`config.mk`:
```
export PLATFORM = sky130hd
export DESIGN_NAME = gb_axis_pixel_src_flat
export DESIGN_NICKNAME = d
export VERILOG_FILES = /design/src/rtl/gb_axis_pixel_src_if.sv /design/src/rtl/gb_axis_pixel_src.sv /design/src/flat_wrapper.sv
export SDC_FILE = /design/constraint.sdc
export NUM_CORES = 1
export LEC_CHECK = 0
export ABC_CLOCK_PERIOD_IN_PS = 2480
export BUFFER_PORTS_ARGS = -buffer_cell sky130_fd_sc_hd__buf_2
export CAP_MARGIN = 10
export CORE_MARGIN = 5
export CORE_UTILIZATION = 45
export DETAILED_ROUTE_END_ITERATION = 16
export PLACE_DENSITY = 0.68
export RECOVER_POWER = 50
export SLEW_MARGIN = 20
export SYNTH_ARGS = -nofsm -noshare
export SYNTH_HDL_FRONTEND = slang
export SYNTH_SLANG_ARGS = --single-unit
```
`constraint.sdc`:
```
create_clock -name clk -period 2.48 [get_ports clk]
set_input_delay 0.248 -clock clk [delete_from_list [all_inputs] [get_ports clk]]
set_output_delay 0.248 -clock clk [all_outputs]
set_load 0.02 [all_outputs]
```
`src/rtl/gb_axis_pixel_src_if.sv`:
```
`default_nettype none
// ============================================================================
//  Module      : gb_axis_pixel_src_if
//  Description : AXI4-Stream pixel bus (TDATA/TVALID/TREADY/TLAST) between
//                the pixel source and the Gaussian blur sink.
//                master : drives TDATA, TVALID, TLAST; samples TREADY
//                slave  : samples TDATA, TVALID, TLAST; drives TREADY
//  Revision    : 1.0 - initial release
// ============================================================================
interface gb_axis_pixel_src_if #(
    parameter int DATA_W = 8
);
    logic [DATA_W-1:0] TDATA;
    logic              TVALID;
    logic              TREADY;
    logic              TLAST;

    modport master (output TDATA, output TVALID, output TLAST, input TREADY);
    modport slave  (input TDATA, input TVALID, input TLAST, output TREADY);
endinterface
`default_nettype wire

```
`src/rtl/gb_axis_pixel_src.sv`:
```
`default_nettype none
// ============================================================================
//  Module      : gb_axis_pixel_src
//  Description : AXI4-Stream pixel transmitter. Sends num_frames raster-order
//                frames of IMG_W x IMG_H pixels, ramp or LFSR pattern, with
//                TLAST on the last pixel of each frame.
//  Ports       : clk, rst        - clock, synchronous active-high reset
//                start           - job request, sampled only in IDLE
//                mode            - 0 = ramp (x+y), 1 = LFSR
//                seed            - LFSR seed (0 is replaced by 0x01)
//                num_frames      - frames per job (0 = immediate done)
//                m_axis          - stream master (TDATA/TVALID/TREADY/TLAST)
//                busy            - high while sending
//                done            - one-cycle pulse at job end
//                beat_cnt        - accepted beats in the current frame
//  Options     : `define SRC_GAP_EN inserts one idle cycle after every
//                GAP_PERIOD accepted beats.
//  Revision    : 1.0 - initial release
// ============================================================================
module gb_axis_pixel_src #(
    parameter int IMG_W      = 488,
    parameter int IMG_H      = 648,
    parameter int DATA_W     = 8,
    parameter int GAP_PERIOD = 7
) (
    input  wire logic           clk,
    input  wire logic           rst,
    input  wire logic           start,
    input  wire logic           mode,
    input  wire logic [7:0]     seed,
    input  wire logic [7:0]     num_frames,
    gb_axis_pixel_src_if.master m_axis,
    output logic                busy,
    output logic                done,
    output logic [18:0]         beat_cnt
);

    localparam int c_X_W = (IMG_W > 1) ? $clog2(IMG_W) : 1;
    localparam int c_Y_W = (IMG_H > 1) ? $clog2(IMG_H) : 1;
    localparam logic [c_X_W-1:0] c_X_MAX = c_X_W'(IMG_W - 1);
    localparam logic [c_Y_W-1:0] c_Y_MAX = c_Y_W'(IMG_H - 1);

    typedef enum logic [1:0] {
        ST_IDLE = 2'd0,
        ST_SEND = 2'd1,
        ST_DONE = 2'd2
    } state_t;

    state_t             r_state;
    state_t             w_state_nxt;
    logic [c_X_W-1:0]   r_x;
    logic [c_Y_W-1:0]   r_y;
    logic [7:0]         r_frame_cnt;
    logic [7:0]         r_num_frames;
    logic [7:0]         r_lfsr;
    logic               r_mode;
    logic [18:0]        r_beat_cnt;

    logic               w_gap;
    logic               w_hs;
    logic               w_last;
    logic               w_last_frame;
    logic               w_start_job;
    logic [15:0]        w_xy_sum;
    logic [7:0]         w_pix;

    assign w_start_job  = (r_state == ST_IDLE) && start && (num_frames != 8'd0);
    // Handshake derived from registered state only, so TVALID never depends
    // combinationally on TREADY.
    assign w_hs         = (r_state == ST_SEND) && !w_gap && m_axis.TREADY;
    assign w_last       = (r_x == c_X_MAX) && (r_y == c_Y_MAX);
    assign w_last_frame = ({1'b0, r_frame_cnt} + 9'd1) == {1'b0, r_num_frames};
    assign w_xy_sum     = 16'(r_x) + 16'(r_y);
    assign w_pix        = r_mode ? r_lfsr : w_xy_sum[7:0];

    assign m_axis.TDATA = DATA_W'(w_pix);
    assign m_axis.TLAST = (r_state == ST_SEND) && w_last;
    assign beat_cnt     = r_beat_cnt;

`ifdef SRC_GAP_EN
    localparam int c_GAP_W = (GAP_PERIOD > 1) ? $clog2(GAP_PERIOD + 1) : 1;
    logic [c_GAP_W-1:0] r_gap_cnt;
    logic               r_gap;

    // The gap flag is only raised by a handshake, so a pending beat held by
    // TREADY=0 is never withdrawn.
    always_ff @(posedge clk) begin
        if (rst) begin
            r_gap_cnt <= '0;
            r_gap     <= 1'b0;
        end else if (w_start_job) begin
            r_gap_cnt <= '0;
            r_gap     <= 1'b0;
        end else if (w_hs) begin
            if (r_gap_cnt == c_GAP_W'(GAP_PERIOD - 1)) begin
                r_gap_cnt <= '0;
                r_gap     <= 1'b1;
            end else begin
                r_gap_cnt <= r_gap_cnt + c_GAP_W'(1);
                r_gap     <= 1'b0;
            end
        end else begin
            r_gap <= 1'b0;
        end
    end
    assign w_gap = r_gap;
`else
    logic w_unused_gap;
    assign w_unused_gap = (GAP_PERIOD != 0);
    assign w_gap        = 1'b0;
`endif

    always_ff @(posedge clk) begin
        if (rst) r_state <= ST_IDLE;
        else     r_state <= w_state_nxt;
    end

    always_comb begin
        w_state_nxt   = r_state;
        busy          = 1'b0;
        done          = 1'b0;
        m_axis.TVALID = 1'b0;
        case (r_state)
            ST_IDLE: begin
                if (start) w_state_nxt = (num_frames != 8'd0) ? ST_SEND : ST_DONE;
            end
            ST_SEND: begin
                busy          = 1'b1;
                m_axis.TVALID = !w_gap;
                if (!w_gap && m_axis.TREADY && w_last && w_last_frame)
                    w_state_nxt = ST_DONE;
            end
            ST_DONE: begin
                done        = 1'b1;
                w_state_nxt = ST_IDLE;
            end
            default: w_state_nxt = ST_IDLE;
        endcase
    end

    always_ff @(posedge clk) begin
        if (rst) begin
            r_x          <= '0;
            r_y          <= '0;
            r_frame_cnt  <= 8'd0;
            r_num_frames <= 8'd0;
            r_lfsr       <= 8'h01;
            r_mode       <= 1'b0;
            r_beat_cnt   <= 19'd0;
        end else if (w_start_job) begin
            r_x          <= '0;
            r_y          <= '0;
            r_frame_cnt  <= 8'd0;
            r_num_frames <= num_frames;
            r_lfsr       <= (seed == 8'd0) ? 8'h01 : seed;
            r_mode       <= mode;
            r_beat_cnt   <= 19'd0;
        end else if (w_hs) begin
            // x^8+x^6+x^5+x^4+1, shift left, feedback from bits 7,5,4,3
            r_lfsr <= {r_lfsr[6:0], r_lfsr[7] ^ r_lfsr[5] ^ r_lfsr[4] ^ r_lfsr[3]};
            if (r_x == c_X_MAX) begin
                r_x <= '0;
                r_y <= (r_y == c_Y_MAX) ? '0 : r_y + c_Y_W'(1);
            end else begin
                r_x <= r_x + c_X_W'(1);
            end
            if (w_last) begin
                r_beat_cnt  <= 19'd0;
                r_frame_cnt <= r_frame_cnt + 8'd1;
            end else begin
                r_beat_cnt  <= r_beat_cnt + 19'd1;
            end
        end
    end

endmodule
`default_nettype wire

```
`src/flat_wrapper.sv`:
```
// flat-port wrapper written by rule: the top's interface ports become plain ports
module gb_axis_pixel_src_flat 
#(
    parameter int IMG_W      = 488,
    parameter int IMG_H      = 648,
    parameter int DATA_W     = 8,
    parameter int GAP_PERIOD = 7
)
  (clk, rst, start, mode, seed, num_frames, busy, done, beat_cnt, m_axis_TDATA, m_axis_TVALID, m_axis_TLAST, m_axis_TREADY);
  gb_axis_pixel_src_if #(.DATA_W(DATA_W)) m_axis_i ();
  input  wire logic clk;
  input  wire logic rst;
  input  wire logic start;
  input  wire logic mode;
  input  wire logic [7:0] seed;
  input  wire logic [7:0] num_frames;
  output logic busy;
  output logic done;
  output logic [18:0] beat_cnt;
  output wire logic [$bits(m_axis_i.TDATA)-1:0] m_axis_TDATA;
  output wire logic [$bits(m_axis_i.TVALID)-1:0] m_axis_TVALID;
  output wire logic [$bits(m_axis_i.TLAST)-1:0] m_axis_TLAST;
  input wire logic [$bits(m_axis_i.TREADY)-1:0] m_axis_TREADY;
  assign m_axis_TDATA = m_axis_i.TDATA;
  assign m_axis_TVALID = m_axis_i.TVALID;
  assign m_axis_TLAST = m_axis_i.TLAST;
  assign m_axis_i.TREADY = m_axis_TREADY;
  gb_axis_pixel_src #(.IMG_W(IMG_W), .IMG_H(IMG_H), .DATA_W(DATA_W), .GAP_PERIOD(GAP_PERIOD)) u_core (.clk(clk), .rst(rst), .start(start), .mode(mode), .seed(seed), .num_frames(num_frames), .m_axis(m_axis_i), .busy(busy), .done(done), .beat_cnt(beat_cnt));
endmodule
```
==> impl_results.md <==
* P_leak at 0.00155 uW
* Placed wire-length estimate at between 5 and 6 mm
* Cell row count at 32
* Avg Inst Size Synth at a little over 8 sq um
* Synthesized area at roughly 0.0035 sq mm
* Setup crit end kind: output port
* ANT nets after route at 0
* Drt total wl at approximately 8.0 mm
* Ant diodes at 0
* Count leader, synth: nor2_1
* Worst-case clock buffer depth at 2
* Ys async rst share at 0
* Register-to-Register Path Depth at 6
* Max-capacitance violation count at 0
* Fmax at 414 MHz
* Maximum vdd drop at roughly 0.37 mV
* Initial Util at 0.456
* Post-layout min period at 2.41 ns
* CTS Buf Count at 9
* Unrepaired setup endpoints after global routing: yes
* Syn Nets at ~460
* Vias in the first global route at about 2.9k
* Critical path arrival at about 2.2 ns
* Worst-path fanout max at 2
* Total power at a little over 2000 uW
* Largest net degree at the start of global routing at 27
* Port Buffer Count at around 50
* Hold path cells at 3
* #FFs+latches synth at 65
* Worst R2R Setup Slack at about 0.15 ns
* Worst slack at placement at ~0.085 ns
* Register area share after synthesis at 0.375
* DR pass1 iterations at 5
* Most common library cells after synthesis: nor2_1, dfxtp_1, nand2_1, xnor2_1, xor2_1
* Startpoint type of the worst setup path: register
* Period utilization at 0.973
* DRC at 0
* Top-area cell type share of the netlist area at 0.375
* Core Box Area at around 0.0076 sq mm
* Setup ws final at approximately 0.067 ns
* PD cells at 497 mW/mm^2
* Tightest Pin Transition at approximately 0.6 ns
* Wirelength per Cell at 13.5 microns
* Netlist cell types at between 40 and 50
* Final setup violating endpoints at 0
* Post-CTS Hold Buffers at 0
* Gr ovfl total at 0
* Final nets at around 520
* Commonest register cell after synthesis: dfxtp_1
* Layout Area Growth over Synthesis at 18.2%
* Top Ports at 52
* Min Hold Slack at 0.143 ns
* Die Y at 97.8 microns
* Initial antenna violation count at 0
* Synth top area cells: dfxtp_1, nor2_1, xnor2_1, xor2_1, nand2_1
* Placer Congestion at about 0.95
* Reg clk slew, reported paths at roughly 0.070 ns
* Leading area contributor after synthesis: dfxtp_1
* WP data required at around 2.2 ns
* Initial detailed-routing violation count at approximately 180
* Final-report max-slew violation count at 0
* Share of cells above drive strength 1 at 0.160
* Worst-Skew Late Latency at about 0.35 ns
* Hold Vio Cnt, Final at 0
* Syn Inst Count at approximately 420
* First-pass GRT wire length at between 10 and 15 mm
* Slew HR at 0.599
* Hold Crit Class: input pin to register
* Die area at about 0.0096 sq mm
* Post-layout util at 0.539
* H-tree depth at 3
* Post-synth EDFFs at 0
* Clk sinks at 65
* Die width at 97.8 microns
* Clock skew at around 0.0081 ns
* Vias per cell at roughly 5.3
* Clk root buf: clkbuf_8
* CTS tree: yes
* Status: finished, final reports clean
* Vias after detailed routing at approximately 3.1k
* Total GRT Usage at 0.171
* Setup CP Type: register to output port
* Yosys warns at 0
-- cell families (layout without fill, tap and decap cells) --
kind of cell / Yosys count / in the layout / share of synthesized area
buf+inv: 28 / 93 / 0.0317
simple gates: 200 / 200 / 0.283
xor+xnor: 52 / 52 / 0.131
flops: 65 / 65 / 0.375
fa+ha+maj: 12 / 12 / 0.0454
mux: 12 / 12 / 0.0350
compound gates: 55 / 55 / 0.0991
-- where the power goes --
group | switching (uW) | internal, uW | total, uW
registers | 31.6 | 1070 | 1100
clock network | 398 | 350 | 748
logic | 112 | 79.0 | 191
total | 541 | 1500 | 2040
-- through the flow --
step	cells	setup TNS, ns	instance area, sq um
floorplan	424	0	3480
global placement	574	0	3910
detailed placement	574	0	3910
CTS	590	-0.00167	4110
global route	591	-0.123	4100
finish	591	0	4100
-- worst max-delay path, cell delays in order, from the launching register on --
cell	delay, ns
dfxtp_2	0.35
ha_4	0.14
inv_2	0.03
fa_2	0.35
nor2b_2	0.13
o21ai_2	0.07
a21boi_2	0.18
o21ai_2	0.07
and3_1	0.16
o31ai_2	0.17
buf_4	0.17
-- path summary, 6_finish.rpt --
path                                    endpoint                           from
hold / removal        u_core.r_mode$_SDFFE_PP0P_                           mode
setup / recovery                 m_axis_TDATA[6]     u_core.r_y[0]$_SDFFE_PP0P_
setup reg to reg  u_core.r_state[1]$_SDFFE_PP0P_     u_core.r_y[5]$_SDFFE_PP0P_
hold reg to reg    u_core.r_lfsr[1]$_SDFFE_PP0P_  u_core.r_lfsr[0]$_SDFFE_PP1P_
-- sequential cells by signal, summed over array words and instances (netlist names) --
| register | count |
|---|---|
| u_core.beat_cnt | 19 |
| u_core.r_frame_cnt | 8 |
| u_core.r_x | 9 |
| u_core.r_lfsr | 8 |
| u_core.r_y | 10 |
| u_core.r_num_frames | 8 |
| u_core.r_mode | 1 |
| u_core.r_state | 2 |
-- cell type report --
cell class,instances,area (sq um)
Clock buffer,11,131
Clock inverter,3,20.0
Fill cell,751,3500
Inverter,10,37.5
Multi-Input combinational cell,331,2120
Sequential cell,65,1310
Tap cell,102,128
Timing Repair Buffer,69,355
-- per-layer routing --
metal | track usage | wire, microns
met5 | 0 | 0
met4 | 0.0831 | 178
met3 | 0.0429 | 465
met2 | 0.273 | 3810
met1 | 0.216 | 3540
-- placed cells by master, fill, tap and decap left out, drive strengths merged, types with 3 or more instances in the layout --
master   n
a21oi   17
a311oi   7
and3     9
and4     3
buf     42
clkbuf  38
dfxtp   65
ha      11
inv     10
mux2i   11
nand2   46
nand2b   6
nand3   18
nand4    7
nor2    73
nor2b    5
nor3     7
nor4     5
o21ai   19
or3      4
or4      5
xnor2   28
xor2    24
-- what timing repair did --
item / in CTS / in global routing
pin swaps: 8 / 9
buffers inserted: 2 / 1
setup endpoints to repair: 2 / 3
gates resized for setup: 14 / 13
Note: power is estimated with default switching activity, not from simulation.
